## src/rtl/k_and_s_pkg.sv

```systemverilog
// K&S processor shared types: instruction decode, control states, ALU ops.
// Optional feature macro used by control_unit: CU_INSTR_COUNTER_EN.
package k_and_s_pkg;

  typedef enum logic [3:0] {
    I_NOP    = 4'd0,
    I_LOAD   = 4'd1,
    I_STORE  = 4'd2,
    I_MOVE   = 4'd3,
    I_ADD    = 4'd4,
    I_SUB    = 4'd5,
    I_AND    = 4'd6,
    I_OR     = 4'd7,
    I_BRANCH = 4'd8,
    I_BZERO  = 4'd9,
    I_BNZERO = 4'd10,
    I_BNEG   = 4'd11,
    I_BNNEG  = 4'd12,
    I_BOV    = 4'd13,
    I_BNOV   = 4'd14,
    I_HALT   = 4'd15
  } decoded_instruction_type;

  typedef enum logic [2:0] {
    FETCH       = 3'd0,
    DECODE      = 3'd1,
    LOAD_EXEC   = 3'd2,
    STORE_EXEC  = 3'd3,
    ALU_EXEC    = 3'd4,
    BRANCH_EXEC = 3'd5,
    HALT        = 3'd6
  } ctrl_state_type;

  localparam logic [1:0] ALU_OR  = 2'b00;
  localparam logic [1:0] ALU_ADD = 2'b01;
  localparam logic [1:0] ALU_SUB = 2'b10;
  localparam logic [1:0] ALU_AND = 2'b11;

  typedef struct packed {
    logic       branch;
    logic       pc_enable;
    logic       ir_enable;
    logic       addr_sel;
    logic       c_sel;
    logic [1:0] operation;
    logic       write_reg_enable;
    logic       flags_reg_enable;
    logic       ram_write_enable;
    logic       halt;
  } ctrl_t;

  function automatic logic is_alu(
    input decoded_instruction_type i
  );
    return (i == I_MOVE) || (i == I_ADD) ||
           (i == I_SUB)  || (i == I_AND) ||
           (i == I_OR);
  endfunction

  function automatic logic is_branch(
    input decoded_instruction_type i
  );
    return (i == I_BRANCH) || (i == I_BZERO) ||
           (i == I_BNZERO) || (i == I_BNEG)  ||
           (i == I_BNNEG)  || (i == I_BOV)   ||
           (i == I_BNOV);
  endfunction

endpackage

```

## src/rtl/branch_eval.sv

```systemverilog
// K&S branch condition evaluator.
// Combinational; decides whether a branch-class instruction is taken.
module branch_eval
  import k_and_s_pkg::*;
(
  input  decoded_instruction_type decoded_instruction,
  input  logic                    zero_op,
  input  logic                    neg_op,
  input  logic                    unsigned_overflow,
  input  logic                    signed_overflow,
  output logic                    take_branch
);

  logic ovf;

  assign ovf = signed_overflow | unsigned_overflow;

  // Condition select by instruction class
  always_comb begin
    take_branch = 1'b0;
    unique case (decoded_instruction)
      I_BRANCH: take_branch = 1'b1;
      I_BZERO:  take_branch = zero_op;
      I_BNZERO: take_branch = ~zero_op;
      I_BNEG:   take_branch = neg_op;
      I_BNNEG:  take_branch = ~neg_op;
      I_BOV:    take_branch = ovf;
      I_BNOV:   take_branch = ~ovf;
      default:  take_branch = 1'b0;
    endcase
  end

endmodule

```

## src/rtl/control_unit.sv

```systemverilog
// K&S processor control unit: Moore FSM sequencing the datapath.
// Optional retired-instruction counter under CU_INSTR_COUNTER_EN.
module control_unit
  import k_and_s_pkg::*;
(
  input  logic                    clk,
  input  logic                    rst_n,
  input  decoded_instruction_type decoded_instruction,
  input  logic                    zero_op,
  input  logic                    neg_op,
  input  logic                    unsigned_overflow,
  input  logic                    signed_overflow,
  output logic                    branch,
  output logic                    pc_enable,
  output logic                    ir_enable,
  output logic                    addr_sel,
  output logic                    c_sel,
  output logic [1:0]              operation,
  output logic                    write_reg_enable,
  output logic                    flags_reg_enable,
  output logic                    ram_write_enable,
`ifdef CU_INSTR_COUNTER_EN
  output logic [15:0]             instr_count,
`endif
  output logic                    halt
);

  ctrl_state_type state_q;
  ctrl_state_type state_d;
  ctrl_t          ctrl;
  logic           take_branch;

  branch_eval u_branch_eval (
    .decoded_instruction (decoded_instruction),
    .zero_op             (zero_op),
    .neg_op              (neg_op),
    .unsigned_overflow   (unsigned_overflow),
    .signed_overflow     (signed_overflow),
    .take_branch         (take_branch)
  );

  // Next-state selection
  always_comb begin
    state_d = state_q;
    unique case (state_q)
      FETCH: state_d = DECODE;
      DECODE: begin
        unique case (1'b1)
          decoded_instruction == I_LOAD:
            state_d = LOAD_EXEC;
          decoded_instruction == I_STORE:
            state_d = STORE_EXEC;
          is_alu(decoded_instruction):
            state_d = ALU_EXEC;
          is_branch(decoded_instruction):
            state_d = take_branch ? BRANCH_EXEC
                                  : FETCH;
          decoded_instruction == I_HALT:
            state_d = HALT;
          default:
            state_d = FETCH;
        endcase
      end
      LOAD_EXEC:   state_d = FETCH;
      STORE_EXEC:  state_d = FETCH;
      ALU_EXEC:    state_d = FETCH;
      BRANCH_EXEC: state_d = FETCH;
      HALT:        state_d = HALT;
      default:     state_d = FETCH;
    endcase
  end

  // State register
  always_ff @(posedge clk or negedge rst_n) begin
    if (!rst_n) state_q <= FETCH;
    else        state_q <= state_d;
  end

  // Moore output decode; held at zero while reset is low so
  // strobes drop the instant rst_n falls
  always_comb begin
    ctrl = '0;
    unique case (state_q)
      FETCH: begin
        ctrl.ir_enable = 1'b1;
      end
      DECODE: begin
        ctrl.pc_enable = 1'b1;
      end
      LOAD_EXEC: begin
        ctrl.addr_sel         = 1'b1;
        ctrl.write_reg_enable = 1'b1;
      end
      STORE_EXEC: begin
        ctrl.addr_sel         = 1'b1;
        ctrl.ram_write_enable = 1'b1;
      end
      ALU_EXEC: begin
        ctrl.c_sel            = 1'b1;
        ctrl.write_reg_enable = 1'b1;
        unique case (decoded_instruction)
          I_ADD: begin
            ctrl.operation        = ALU_ADD;
            ctrl.flags_reg_enable = 1'b1;
          end
          I_SUB: begin
            ctrl.operation        = ALU_SUB;
            ctrl.flags_reg_enable = 1'b1;
          end
          I_AND: begin
            ctrl.operation        = ALU_AND;
            ctrl.flags_reg_enable = 1'b1;
          end
          I_OR: begin
            ctrl.operation        = ALU_OR;
            ctrl.flags_reg_enable = 1'b1;
          end
          default: begin
            ctrl.operation = ALU_OR;
          end
        endcase
      end
      BRANCH_EXEC: begin
        ctrl.branch    = 1'b1;
        ctrl.pc_enable = 1'b1;
        ctrl.addr_sel  = 1'b1;
      end
      HALT: begin
        ctrl.halt = 1'b1;
      end
      default: ctrl = '0;
    endcase
    if (!rst_n) ctrl = '0;
  end

  assign branch           = ctrl.branch;
  assign pc_enable        = ctrl.pc_enable;
  assign ir_enable        = ctrl.ir_enable;
  assign addr_sel         = ctrl.addr_sel;
  assign c_sel            = ctrl.c_sel;
  assign operation        = ctrl.operation;
  assign write_reg_enable = ctrl.write_reg_enable;
  assign flags_reg_enable = ctrl.flags_reg_enable;
  assign ram_write_enable = ctrl.ram_write_enable;
  assign halt             = ctrl.halt;

`ifdef CU_INSTR_COUNTER_EN
  logic [15:0] cnt_q;
  logic        retire;

  assign retire = (state_d == FETCH) &&
                  (state_q != FETCH) &&
                  (state_q != HALT);

  // Count completed instructions, saturating
  always_ff @(posedge clk or negedge rst_n) begin
    if (!rst_n)
      cnt_q <= '0;
    else if (retire && (cnt_q != 16'hFFFF))
      cnt_q <= cnt_q + 16'd1;
  end

  assign instr_count = cnt_q;
`endif

endmodule

```

## config.mk

```make
export PLATFORM = sky130hd
export DESIGN_NAME = control_unit
export DESIGN_NICKNAME = d
export VERILOG_FILES = /design/src/rtl/k_and_s_pkg.sv /design/src/rtl/branch_eval.sv /design/src/rtl/control_unit.sv
export SDC_FILE = /design/constraint.sdc
export NUM_CORES = 1
export LEC_CHECK = 0
export BUFFER_PORTS_ARGS = -buffer_cell sky130_fd_sc_hd__buf_4
export CAP_MARGIN = 20
export CORE_AREA = 2 2 39 41
export CTS_CLUSTER_SIZE = 14
export DETAILED_ROUTE_END_ITERATION = 6
export DIE_AREA = 0 0 41 43
export PLACE_DENSITY = 0.63
export SLEW_MARGIN = 15
export SYNTH_ARGS = -nofsm -noshare
export SYNTH_HDL_FRONTEND = slang
export SYNTH_HIERARCHICAL = 1
export SYNTH_SLANG_ARGS = --single-unit
```

## constraint.sdc

```tcl
create_clock -name clk -period 1.4 [get_ports clk]
set_input_delay 0.14 -clock clk [delete_from_list [all_inputs] [get_ports clk]]
set_output_delay 0.14 -clock clk [all_outputs]
set_load 0.02 [all_outputs]
```

* After elaboration in Yosys (flattened, before gate mapping) *
Cells that the tools add are included.

cells by class
  bitwise operators = 4
  multiplexer cells = 16
  eq/ne operators = 21
  reductions and logical operators = 15

operators with widths
  operator            count
  $eq 4x4->1 const B  8
  $eq 4x3->1 const B  4
  $pmux 3 s5          1
  $mux 11             1
  $logic_or 1x1->1    10
  $eq 3x3->1 const B  3
  $mux 1              9
  $pmux 3 s3          1
  $eq 4x2->1 const B  2
  $pmux 1 s7          1
  $eq 3x2->1 const B  2
  $mux 3              2
  $pmux 2 s3          1
  $eq 4x1->1 const B  1
  $reduce_or 2->1     2
  $reduce_or 4->1     1
  $eq 3x1->1 const B  1
  $logic_not 3->1     1
  $not 1->1           3
  $reduce_or 3->1     1
  $or 1x1->1          1

storage, ports and cells
  input port bits = 10
  output and inout bits = 11
  register bits = 3

* Depth between registers and ports, before layout *
Gate-level depths: netlist of the first run.

  word-level depth = 9
  mapped depth = 6
  depth with buffers taken out = 6

* Modules after synthesis *
Netlist of the first run, hierarchy kept.

by module, submodules not included
  module        cells each  area an instance (sq um)  times used  seq. area each (sq um)
  control_unit  38          321.6                     1           75.1
  branch_eval   10          67.6                      1           0.0

* Worst setup path before layout of the first run *
Ideal clock, no wire load.

  path type = reg-to-output
  start point = register state_q[2]
  end point = output ir_enable
  arrival = 1.284 ns
  data required time = 1.260 ns
  setup slack = -0.024 ns
  cell stages (with the launch flop) = 3
  path through = dfrtp_1 -> buf_2 -> nor4b_1

between the ends
  word-level cells in the longest chain between the ends = 3

ends and longest elaborated chain
  what                    line                 source
  start, declared         control_unit.sv:28   ctrl_state_type state_q;
  start signal, assigned  control_unit.sv:76   else state_q <= state_d;
  $logic_not 3->1         control_unit.sv:83   unique case (state_q)
  $mux 1                  control_unit.sv:83
  $mux 11                 control_unit.sv:133  if (!rst_n) ctrl = '0;
  end, declared           control_unit.sv:15   output logic ir_enable,

Every way passes these cells.

* Worst setup path after layout of the first run *
  start point = register state_q[0]
  end point = output operation[1]

between the ends
  word-level cells in the longest chain between the ends = 3

ends and longest elaborated chain
  what           line                 source
  $eq 3x3->1     control_unit.sv:83
  $mux 3         control_unit.sv:83
  $mux 11        control_unit.sv:133
  end, declared  control_unit.sv:18   output logic [1:0] operation,

Every way passes these cells.

==> summary.md, run 1 <==
| Metric | Value |
|---|---|
| Routability cong. | roughly 0.69 |
| Fin. Hold Viols | 0 |
| Pint | 0.613 mW |
| Lkg Pwr | 0.390 nW |
| First-pass GRT wire length | about 1.7 mm |
| Most used DFF post-synth | dfrtp_1 |
| Clock Skews | 0.000737 ns |
| Switching power | 0.375 mW |
| Most common cell in the netlist | nand2_1 |
| Post-synth EDFFs | 0 |
| Worst-case clock buffer depth | 2 |
| TritonCTS clock tree | yes |
| Mapped Nets | 58 |
| Number of max-cap violations | 0 |
| First DRT Iteration DRCs | 3 |
| CTS Buf Count | 3 |
| Synth Instances | 48 |
| Vias per Instance | 4.99 |
| Grt total ovfl | 0 |
| First drt pass iteration count | 4 |
| Die X | between 40 and 50 um |
| Pwr dens | 1240 nW/um^2 |
| Top cells by count, synth | nand2_1 (5), nor2b_1 (4), a21o_1 (3), dfrtp_1 (3), nor2_1 (3) |
| Failing checks | setup timing |
| Final period util | 1.05 |
| Min cycle time layout | 1.47 ns |
| Switching Share | 0.379 |
| Worst slew pin tran | around 0.33 ns |
| Reg clk slew, reported paths | 0.04 ns |
| Via count | about 520 |
| Max Slew Vio Count | 0 |
| Die Height | 43 um |
| RSZ-0062 raised after global routing | true |
| Crit Path Class | flop to output pin |
| Status | complete, but fails checks |
| Largest cells by area after synthesis | dfrtp_1 (19%), nor2b_1 (6.4%), a21o_1 (5.8%), nand2_1 (4.8%), nor4b_1 (4.5%) |
| Placed Cells incl. Taps | 93 |
| Place WS | -0.0918 ns |
| Share of cells above drive strength 1 | 0.607 |
| Wire per inst | 11.8 um |
| Port Buffers | 20 |
| Flop pwr share | 0.152 |
| Layout Nets | 100 |
| Global Route Usage Sum | 0.141 |
| Final setup vio count | 4 |
| Cell taking the most area after synthesis | dfrtp_1 |
| Clock Power Share | 0.151 |
| Max Fanout on Critical Path | 3 |
| Slew Limit Headroom | 0.774 |
| Post-Syn Area | 389 um^2 |
| Yosys cell types | 29 |
| Layout Cells excl Fill | roughly 110 |
| Post-synth top area share | 0.193 |
| CTS Root Cell | clkbuf_4 |
| Total wire length | 1.24 mm |
| Peak supply drop | 389 uV |
| Ports | 21 |
| Ant diodes | 0 |
| Syn_area_per_cell | 8.11 um^2 |
| Async SR Flop Fraction | 1.00 |
| Vias in the first global route | 461 |
| Min setup slack post-route | -0.0720 ns |
| Post-synthesis register bit count | 3 |
| Ys Warns | 6 |
| Core ar. | 1380 um^2 |
| Combinational cell fraction of total power | 0.697 |
| Reg2reg path depth | 4 |
| Largest reg by FF count | state_q |
| Htree depth | 1 |
| Site row count | 14 |
| Setup crit end kind | output pin |
| # fillers | 146 |
| Fmax | a little under 700 MHz |
| Max reg flops | 3 |
| Seq/Total Area, Yosys | 0.193 |
| Critical Path AT | 1.33 ns |
| Top Registers | state_q x3 |
| Setup crit start kind | flop |
| Worst min path class | input pin to async pin |
| Initial antenna violation count | 0 |
| Clock Latency Late Sink | 0.23 ns |
| Layout Area Growth over Synthesis | 104% |
| # DRC | 0 |
| Hold WS | 0.317 ns |
| DIE AREA | 1760 um^2 |
| CTS Sinks | 3 |
| CP required | 1.26 ns |
| Initial core utilization | 0.281 |
| Post-route ant nets | 0 |
| Setup TNS | -0.154 ns |
| Largest net degree at the start of global routing | 10 |
-- final timing paths --
check	startpoint	end	slack, ns
hold / removal	rst_n	state_q[2]	0.32
min in group clk	decoded_instruction[3]	state_q[0]	0.37
setup reg to reg	state_q[1]	state_q[1]	0.33
setup / recovery	state_q[0]	operation[1]	-0.07
hold reg to reg	state_q[2]	state_q[0]	0.60
max in group asynchronous	rst_n	state_q[1]	0.93
-- cell type report --
type | instances | area, um^2 | area share
multi-input combinational | 42 | 350 | 0.442
timing repair buffer | 39 | 318 | 0.401
sequential | 3 | 75.1 | 0.0946
clock buffer | 4 | 26.3 | 0.0331
tap | 16 | 20.0 | 0.0252
inverter | 1 | 3.75 | 0.00473
-- metrics by stage --
step	power [mW]	cell area (um^2)	utilization
after floorplan	0.417	395	-
after global placement	0.604	632	0.457
after detailed placement	0.608	632	0.457
after CTS	0.846	704	0.509
after global routing	1.06	793	0.573
final	0.987	793	0.573
-- cells by family after synthesis --
family | count (synthesis) | share of synthesized area
buffers and inverters | 3 | 0.0514
AND/OR/NAND/NOR | 28 | 0.460
AO/OA/AOI/OAI | 12 | 0.251
XOR/XNOR | 2 | 0.0450
flip-flops | 3 | 0.193
-- power groups by stage --
stage | combinational, mW | sequential [mW] | clock, mW
6_report | 0.688 | 0.151 | 0.149
3_5_place_dp | 0.453 | 0.155 | 0
2_1_floorplan | 0.268 | 0.149 | 0
3_3_place_gp | 0.449 | 0.155 | 0
4_1_cts | 0.543 | 0.146 | 0.158
5_1_grt | 0.734 | 0.155 | 0.169
-- worst max-delay path, cell delays in order (launching register included) --
cell      delay (ns)
dfrtp_1         0.39
and4bb_2        0.31
nand3b_1        0.12
nor2_1          0.13
buf_4           0.15
-- per-layer routing --
layer | routed length, um | global-route usage | part of all wire
met1 | 438 | 0.130 | 0.35
met2 | 717 | 0.247 | 0.58
met3 | 85 | 0.0471 | 0.068
met4 | 0 | 0.0800 | 0
met5 | 0 | 0 | 0
-- placed cells by master (no fill, tap or decap), drive strengths merged --
| cell type | n |
|---|---|
| a31oi | 1 |
| nor3b | 1 |
| nor4b | 2 |
| and2 | 2 |
| nor2 | 3 |
| xnor2 | 2 |
| or4b | 2 |
| dlygate4sd3 | 1 |
| nand4 | 1 |
| clkbuf | 4 |
| o211ai | 1 |
| inv | 1 |
| a21oi | 2 |
| o31ai | 1 |
| nand3b | 2 |
| nand3 | 1 |
| buf | 38 |
| a21o | 3 |
| o21a | 1 |
| o311ai | 1 |
| nand2 | 5 |
| a311oi | 1 |
| and3 | 2 |
| nor2b | 4 |
| a211oi | 1 |
| dfrtp | 3 |
| nor3 | 1 |
| and4bb | 1 |
| nor4 | 1 |
-- what timing repair did --
| item | 4_1_cts | 5_1_grt |
|---|---|---|
| hold buffers | 1 | 0 |
| setup buffers | 4 | 3 |
| setup endpoints to repair | 7 | 10 |
| pin swaps | 4 | 4 |
| resized for setup | 2 | 15 |
| hold endpoints to repair | 3 | 0 |
(Power assumes the default switching activity.)
==> run 2: changes to the inputs <==
==> constraint.sdc (replaced) <==
create_clock -name clk -period 1.8 [get_ports clk]
set_input_delay 0.18 -clock clk [delete_from_list [all_inputs] [get_ports clk]]
set_output_delay 0.18 -clock clk [all_outputs]
set_load 0.02 [all_outputs]
==> run 2 against run 1 <==
- the flow now finishes without violations
- routed wire length shrank 29%
- non-clock buffer count shrank 18
- critical endpoint unchanged
- largest cell class unchanged
- clock skew is essentially flat
==> summary.md, run 2 (same netlist as run 1, synthesis figures left out) <==
| Metric | Value |
|---|---|
| Status | finished, final reports clean |
| Initial antenna violation count | 0 (unchanged) |
| Ant diodes | 0 (unchanged) |
| CP required | 1.62 ns (+0.36 ns) |
| Max Fanout on Critical Path | 11 (+8) |
| Fin. Hold Viols | 0 (unchanged) |
| Core ar. | 1380 um^2 (unchanged) |
| Global Route Usage Sum | 0.117 (-0.0243) |
| Max reg flops | 3 (unchanged) |
| Top Registers | state_q x3 |
| Leading cell types in the layout, fill and taps excluded | buf_4 (20), nand2_1 (5), nor2b_1 (4) |
| Crit Path Class | input pin to output pin |
| Layout Nets | 82 (-18%) |
| First DRT Iteration DRCs | 5 (+2) |
| Number of max-cap violations | 0 (unchanged) |
| Vias per Instance | 5.06 (+1.3%) |
| FF-to-FF setup slack | 0.72 ns (+0.39 ns) |
| Grt total ovfl | 0 (unchanged) |
| # DRC | 0 (unchanged) |
| CTS Buf Count | 3 (unchanged) |
| Crit path buf inv count | 3 (+2) |
| Post-CTS Setup Inserts | 0 (-4) |
| Final period util | 0.922 |
| Site row count | 14 (unchanged) |
| Min cycle time layout | 1.66 ns |
| First-pass GRT wire length | 1.41 mm (-16%) |
| Slew Limit Headroom | 0.771 (-0.00327) |
| Port Buffers | 20 (unchanged) |
| Setup crit end kind | output pin |
| Reg clk slew, reported paths | 0.03 ns (about the same) |
| Post-route ant nets | 0 (unchanged) |
| Peak supply drop | 283 uV (-27%) |
| Setup crit start kind | input pin |
| Critical-path cell list | dlygate4sd3_1 > buf_4 > and4bb_2 > nand3b_1 > nor2_1 > buf_4 |
| Initial core utilization | 0.281 (unchanged) |
| Worst slew pin tran | 0.340 ns (+0.00485 ns) |
| Clock Skews | 0.00122 ns (+0.000487 ns) |
| RSZ-0062 raised after global routing | false |
| Htree depth | 1 (unchanged) |
| Via count | 440 (-16%) |
| Worst-case clock buffer depth | 2 (unchanged) |
| Pwr dens | 912 nW/um^2 (-27%) |
| Slowest cell on the critical path | dlygate4sd3_1 |
| Vias in the first global route | 365 (-21%) |
| Share of cells above drive strength 1 | 0.380 (-0.226) |
| Slowest cell delay on critical path | 0.53 ns (+0.14 ns) |
| TritonCTS clock tree | yes |
| Ports | 21 (unchanged) |
| Hold WS | 0.301 ns (-0.0162 ns) |
| Setup TNS | 0 ns (+0.154 ns) |
| Worst min path class | input pin to async pin |
| Layout Area Growth over Synthesis | 48.9% |
| Clock Latency Late Sink | 0.23 ns (about the same) |
| CTS Root Cell | clkbuf_4 |
| Detailed-placement wirelength estimate | 678 um |
| First drt pass iteration count | 2 (-2) |
| CP dominant cell by count | buf_4 |
| Wire per inst | 10.2 um (-14%) |
| Die X | 41 um (unchanged) |
| Final setup vio count | 0 (-4) |
| CTS Sinks | 3 (unchanged) |
| Routability cong. | 0.606 (-12%) |
| CP top delay family | buffers and inverters |
| Max Slew Vio Count | 0 (unchanged) |
| DIE AREA | 1760 um^2 (unchanged) |
| Total wire length | 885 um (-29%) |
| Lkg Pwr | 0.278 nW (-29%) |
| Largest reg by FF count | state_q |
| Die Height | 43 um (unchanged) |
| Largest net degree at the start of global routing | 14 (+4) |
| Fmax | 602 MHz |
| CTS resizes | 0 (-2) |
| Critical Path AT | 1.48 ns (+0.15 ns) |
| Most common cell after layout, fill and taps aside | buf_4 |
-- run 2: cell count changes in the layout (fill, tap and decap cells not counted), moves of 2 or more --
cell     delta
buf_4      -12
buf_6       -6
nor2b_4     -2
nor2b_1     +2
-- run 2: worst paths after layout --
| path | start | depth (start not counted) | endpoint |
|---|---|---|---|
| worst max register to register | state_q[0] | 3 | state_q[1] |
| worst max-delay path | rst_n | 6 | operation[1] |
| max in group asynchronous | rst_n | 2 | state_q[2] |
| worst min-delay path | rst_n | 2 | state_q[0] |
| worst min register to register | state_q[1] | 1 | state_q[0] |
| min in group clk | decoded_instruction[3] | 3 | state_q[0] |
-- run 2: report_power, final --
group | switching [mW] | internal [mW]
clock | 0.0317 | 0.0829
combinational | 0.130 | 0.142
sequential | 0.0497 | 0.0926
total | 0.211 | 0.317
-- run 2: per-stage QoR --
step	std cells	area, um^2	setup WS [ns]	util	power [mW]
2_1_floorplan	48	389	0.336	-	0.317
4_1_cts	87	579	0.127	0.419	0.538
3_3_place_gp	82	543	0.278	0.392	0.409
3_5_place_dp	82	543	0.240	0.392	0.415
6_report	87	579	0.140	0.419	0.528
5_1_grt	87	579	0.0478	0.419	0.577
-- run 2: routing by layer --
layer	wire, um	share of wire	GRT usage	vias to the layer above
met5	0	0	0	-
met4	0	0	0.0800	0
met3	72	0.081	0.0314	0
li1	-	-	-	227
met2	437	0.49	0.178	14
met1	375	0.42	0.133	199
-- run 2: area by class of cell --
class / instances / area, um^2
flip-flops and latches: 3 / 75.1
well taps: 16 / 20.0
inverters: 1 / 3.75
fillers: 157 / 805
clock buffers: 4 / 26.3
repair buffers: 21 / 160
multi-input cells: 42 / 294
-- run 2: repair_timing --
action,4_1_cts,5_1_grt
hold endpoints to repair,3,0
hold buffers,1,0
endpoints found under the setup margin,0,0
